===== src/rtl/apb_reg_read_ctrl.sv =====
// apb_reg_read_ctrl: APB slave read-back controller for the
// interrupt controller register bank.
//
// Decodes PADDR against ADDR_BASE/NUM_REGS in the setup cycle,
// inserts WAIT_STATES access cycles, then returns registered
// PRDATA/PREADY/PSLVERR for one cycle.
//
// Ports:
//   PCLK, PRESETn            clock, async active-low reset
//   PSEL, PENABLE, PWRITE    APB control
//   PADDR                    byte address
//   reg_data                 flattened register values
//   PRDATA, PREADY, PSLVERR  registered APB response
//   rd_strobe, rd_index      pulse + index on a completed mapped read
module apb_reg_read_ctrl #(
  parameter int ADDR_WIDTH = 32,
  parameter int DATA_WIDTH = 32,
  parameter int NUM_REGS = 20,
  parameter logic [ADDR_WIDTH-1:0] ADDR_BASE = 32'h0009_0000,
  parameter int WAIT_STATES = 0,
  localparam int IDX_W =
    (NUM_REGS > 1) ? $clog2(NUM_REGS) : 1
) (
  input  logic                           PCLK,
  input  logic                           PRESETn,
  input  logic                           PSEL,
  input  logic                           PENABLE,
  input  logic                           PWRITE,
  input  logic [ADDR_WIDTH-1:0]          PADDR,
  input  logic [NUM_REGS*DATA_WIDTH-1:0] reg_data,
  output logic [DATA_WIDTH-1:0]          PRDATA,
  output logic                           PREADY,
  output logic                           PSLVERR,
  output logic                           rd_strobe,
  output logic [IDX_W-1:0]               rd_index
);

  localparam int AW = ADDR_WIDTH;
  localparam int DW = DATA_WIDTH;
  localparam int NSLOT = 1 << IDX_W;
  localparam logic [AW-3:0] NREGS_A = (AW-2)'(NUM_REGS);
  localparam logic [3:0] WS_L = 4'(WAIT_STATES);
  localparam bit ZERO_WAIT = (WAIT_STATES == 0);

  typedef enum logic [1:0] {
    S_IDLE,
    S_WAIT,
    S_RESP
  } state_e;

  state_e state_q, state_d;

  logic [3:0]       cnt_q, cnt_d;
  logic [IDX_W-1:0] idx_q, idx_d;
  logic             map_q, map_d;
  logic             wr_q, wr_d;

  logic [DW-1:0]    prdata_q, prdata_d;
  logic             pready_q, pready_d;
  logic             pslverr_q, pslverr_d;
  logic             strobe_q, strobe_d;
  logic [IDX_W-1:0] rdidx_q, rdidx_d;

  // Register slots padded to a power of two so an index that
  // decodes past NUM_REGS still selects a defined (zero) value.
  logic [DW-1:0] regs [NSLOT];

  for (genvar g = 0; g < NSLOT; g++) begin : g_slot
    if (g < NUM_REGS) begin : g_map
      assign regs[g] = reg_data[g*DW +: DW];
    end else begin : g_pad
      assign regs[g] = '0;
    end
  end

  logic [AW-1:0]    offset;
  logic [AW-3:0]    word;
  logic             dec_map;
  logic [IDX_W-1:0] dec_idx;
  logic             setup;

  assign offset  = PADDR - ADDR_BASE;
  assign word    = offset[AW-1:2];
  assign dec_map = (PADDR >= ADDR_BASE) &&
                   (offset[1:0] == 2'b00) &&
                   (word < NREGS_A);
  assign dec_idx = word[IDX_W-1:0];
  assign setup   = PSEL && !PENABLE;

  // Response source: with zero wait states the response is
  // formed straight from the live decode, otherwise from the
  // request captured in the setup cycle.
  logic             go_resp;
  logic [IDX_W-1:0] rsp_idx;
  logic             rsp_map;
  logic             rsp_wr;

  always_comb begin
    state_d = state_q;
    cnt_d   = cnt_q;
    idx_d   = idx_q;
    map_d   = map_q;
    wr_d    = wr_q;
    go_resp = 1'b0;
    rsp_idx = idx_q;
    rsp_map = map_q;
    rsp_wr  = wr_q;

    unique case (state_q)
      S_IDLE: begin
        if (setup) begin
          idx_d = dec_idx;
          map_d = dec_map;
          wr_d  = PWRITE;
          cnt_d = WS_L;
          if (ZERO_WAIT) begin
            state_d = S_RESP;
            go_resp = 1'b1;
            rsp_idx = dec_idx;
            rsp_map = dec_map;
            rsp_wr  = PWRITE;
          end else begin
            state_d = S_WAIT;
          end
        end
      end
      S_WAIT: begin
        if (!PSEL) begin
          // master dropped the transfer: abort silently
          state_d = S_IDLE;
          cnt_d   = '0;
        end else begin
          cnt_d = cnt_q - 4'd1;
          if (cnt_q == 4'd1) begin
            state_d = S_RESP;
            go_resp = 1'b1;
          end
        end
      end
      S_RESP: begin
        state_d = S_IDLE;
      end
      default: begin
        state_d = S_IDLE;
        cnt_d   = '0;
      end
    endcase
  end

  always_comb begin
    prdata_d  = '0;
    pready_d  = 1'b0;
    pslverr_d = 1'b0;
    strobe_d  = 1'b0;
    rdidx_d   = rdidx_q;
    if (go_resp) begin
      pready_d  = 1'b1;
      pslverr_d = !rsp_map;
      if (rsp_map && !rsp_wr) begin
        prdata_d = regs[rsp_idx];
        strobe_d = 1'b1;
        rdidx_d  = rsp_idx;
      end
    end
  end

  always_ff @(posedge PCLK or negedge PRESETn) begin
    if (!PRESETn) begin
      state_q   <= S_IDLE;
      cnt_q     <= '0;
      idx_q     <= '0;
      map_q     <= 1'b0;
      wr_q      <= 1'b0;
      prdata_q  <= '0;
      pready_q  <= 1'b0;
      pslverr_q <= 1'b0;
      strobe_q  <= 1'b0;
      rdidx_q   <= '0;
    end else begin
      state_q   <= state_d;
      cnt_q     <= cnt_d;
      idx_q     <= idx_d;
      map_q     <= map_d;
      wr_q      <= wr_d;
      prdata_q  <= prdata_d;
      pready_q  <= pready_d;
      pslverr_q <= pslverr_d;
      strobe_q  <= strobe_d;
      rdidx_q   <= rdidx_d;
    end
  end

  assign PRDATA    = prdata_q;
  assign PREADY    = pready_q;
  assign PSLVERR   = pslverr_q;
  assign rd_strobe = strobe_q;
  assign rd_index  = rdidx_q;

endmodule

===== config.mk =====
export PLATFORM = sky130hd
export DESIGN_NAME = apb_reg_read_ctrl
export DESIGN_NICKNAME = d
export VERILOG_FILES = /design/src/rtl/apb_reg_read_ctrl.sv
export SDC_FILE = /design/constraint.sdc
export NUM_CORES = 1
export LEC_CHECK = 0
export BUFFER_PORTS_ARGS = -buffer_cell sky130_fd_sc_hd__buf_4
export CAP_MARGIN = 25
export CORE_AREA = 2 2 280 282
export DETAILED_ROUTE_END_ITERATION = 10
export DIE_AREA = 0 0 282 284
export GPL_ROUTABILITY_DRIVEN = 0
export PLACE_DENSITY_LB_ADDON = 0.12
export SYNTH_ARGS = -nofsm -noshare
export SYNTH_HDL_FRONTEND = slang
export SYNTH_SLANG_ARGS = --single-unit

===== constraint.sdc =====
create_clock -name PCLK -period 2.55 [get_ports PCLK]
set_input_delay 0.6375 -clock PCLK [delete_from_list [all_inputs] [get_ports PCLK]]
set_output_delay 0.6375 -clock PCLK [all_outputs]
set_load 0.02 [all_outputs]

==> results.md <==
- Status: finished, violations left
- Failing checks: setup timing
- Largest delay share family, worst path: buffers and inverters
- Setup crit end: PRDATA[4]
- Clk_lat worst skew: ~0.33 ns
- Most used DFF post-synth: dfrtp_1
- CTS Hold Bufs: 0
- Initial Util: 0.123
- Met2 Usage GRT: 0.344
- Seq/Total Area, Yosys: 0.122
- Worst path max stage delay: 0.49 ns
- Die Wd: roughly 280 µm
- Post-synth EDFFs: 0
- Cells after Synth: 1428
- Worst-path clk slew: 0.09 ns
- Relative slew slack: 0.457
- Synth Register Bits: 46
- Crit Path Class: in2reg
- Global Route met3 Usage: 0.0439
- Final setup vio count: 31
- Worst Path Required: between 2 and 3 ns
- Row cnt: 102
- Maxcap violations: 0
- DRT antenna net count: 0
- Fin Setup TNS: -7.73 ns
- P&R area growth vs syn: 110%
- Worst setup path startpoint: PENABLE
- Routed WL: 82400 µm
- Post-Syn Nets: about 2100
- Fin Clk Skew: 0.00603 ns
- Fmax: 348 MHz
- Synth warn: 0
- Reg-to-reg slack, setup: -0.29 ns
- DRC viols: 0
- R2R Path Start: state_q[1]
- Count leader, synth: nand2_1
- Synthesized area: 9450 µm²
- CP max FO: 5
- CTS root buf: clkbuf_16
- Drt wl/cell: 24.9 µm
- CORE AREA: between 70000 and 80000 µm²
- Post-route cell area: 19800 µm²
- Vias in the first global route: roughly 15000
- Tcrit/Tclk final: 1.13
- Setup ws final: -0.320 ns
- Number of DRC markers in iteration 0: 729
- Largest net degree at the start of global routing: 47
- Worst path arrival time: between 3 and 4 ns
- Height of the die: 284 µm
- Crit path max-delay cell type: or4_1
- Crit path buf inv count: 8
- Peak VDD IR: 0.206 mV
- H-tree levels: 2
- Worst R2R Path Depth: 12
- # fillers: 8584
- Drt first pass iters: 5
- Busiest grt layer: met2
- Worst Max-Slew Pin Slew: around 0.81 ns
- Via count: 14762
- Count of final hold-check violations: 0
- Top post-synthesis cells by count: nand2_1, a21oi_1, mux2i_1
- Gr ovfl total: 0
- Share of layout cells above drive strength 1: 0.552
- Post-synth top area share: 0.132
- CP cell instances: buf_6 -> or3b_4 -> buf_6 -> inv_6 -> mux2i_4 -> clkinv_4 -> buf_12 -> buf_4 -> clkbuf_16 -> buf_4 -> a21oi_2 -> a221oi_1 -> or4_1
- I/O pins: 717
- Share of flip-flops with an asynchronous set or reset: 1.00
- Gr usage total: 0.193
- RSZ-0062 raised after global routing: yes
- Met1 Usage GRT: 0.226
- Nets: 2933
- Levels on crit path: 13
- Hold crit path type: in2async
- Leakage: 9.11 nW
- Slew Limit Fails: 0
- Synth area leaders: mux2i_1, dfrtp_1, nand2_1, a21oi_1, a211oi_1
- DIE AREA: 80100 µm²
- Tmin final: 2.87 ns
- Worst Setup End Kind: register
- Synth area leader: mux2i_1
- I/O Buffers: 716
- Syn Area/Cell: 6.62 µm²
- Total clock sinks: 46
- Max clock buf depth: 2
- Initial antenna violation count: 16
- CTS Buf Count: 5
- Critical path launch point type: input port
- First-pass GRT wire length: between 100000 and 150000 µm
- Dpl hpwl: about 66000 µm
- Worst R2R End: PRDATA[4]
- Power Density: 353 nW/µm²
- Vias/cell: around 4.5
- Post-DP Area: 17900 µm²
- Post-synth cell types: 36
- TritonCTS clock tree: built
## area by class of cell
| class | instances | area (µm²) | area share |
|---|---|---|---|
| multi-input combinational | 1217 | 8830 | 0.446 |
| inverter | 6 | 61.3 | 0.00309 |
| antenna | 11 | 27.5 | 0.00139 |
| clock inverter | 3 | 23.8 | 0.00120 |
| clock buffer | 5 | 125 | 0.00631 |
| sequential | 46 | 1150 | 0.0583 |
| timing repair inverter | 5 | 98.8 | 0.00499 |
| tap | 1040 | 1300 | 0.0657 |
| timing repair buffer | 975 | 8190 | 0.413 |
## how the worst min path moves through the flow
stage / end / slack (ns) / cells after the start
4_1_cts: PRDATA[7] / 0.39 / 1
5_1_grt: PRDATA[7] / 0.41 / 1
2_1_floorplan: PRDATA[0] / 0.34 / 0
3_5_place_dp: idx_q[4] / 0.46 / 2
3_3_place_gp: idx_q[4] / 0.46 / 2
6_report: PRDATA[7] / 0.39 / 1
## power by group
group | switching, mW | total, mW | internal [mW]
sequential | 0.0217 | 0.768 | 0.746
combinational | 2.80 | 5.44 | 2.64
clock | 0.425 | 0.796 | 0.371
total | 3.25 | 7.00 | 3.76
## sequential cells by signal (all words and copies together) (netlist names)
signal / count
rd_index: 5
PREADY: 1
PSLVERR: 1
idx_q: 5
PRDATA: 32
state_q: 1
rd_strobe: 1
## routing by layer
metal,vias to the layer above,share of wire
met3,72,0.066
met5,-,0.00034
met4,4,0.024
met1,7135,0.40
met2,526,0.51
li1,7025,-
## cells by family (layout without fill, tap and decap cells)
group / Yosys count / after routing / synth area share
simple gates: 572 / 572 / 0.293
xor+xnor: 1 / 1 / 0.000927
mux: 193 / 193 / 0.216
flops: 46 / 46 / 0.122
other cells: 0 / 11 / 0
buf+inv: 165 / 994 / 0.0698
compound gates: 451 / 451 / 0.299
## per-stage QoR
stage | worst slack (ns) | hold slack, ns | util | std cells | power [mW]
finish | -0.320 | 0.386 | 0.258 | 3308 | 7.00
global route | -0.360 | 0.413 | 0.257 | 3305 | 7.51
CTS | -0.324 | 0.393 | 0.249 | 3291 | 6.72
detailed placement | -1.57 | 0.459 | 0.232 | 3258 | 5.30
floorplan | -0.0849 | 0.342 | - | 1428 | 2.99
global placement | -1.49 | 0.456 | 0.232 | 3258 | 5.31
## placed cells by master (no fill, tap or decap), types with 34 or more instances in the layout
cell      Yosys  final
nor2b_1      62     62
o21ai_0      64     64
nor3_4        0     34
a211oi_1    124     89
a221oi_1     64     40
nor3_2        0     36
nand3_1      66     65
a21oi_1     194    163
mux2_2       66     66
buf_4         2    890
mux2i_1     125    124
nand2_1     267    262
dfrtp_1      46     45
buf_12        0     37
a211oi_2      0     34
## what timing repair did
item	in CTS	in global routing
gates resized for setup	162	98
hold endpoints to repair	0	0
setup endpoints to repair	32	32
cloned	9	7
setup buffers	24	7
pin swaps	27	36
No activity file was read; power rests on OpenSTA's default activity.
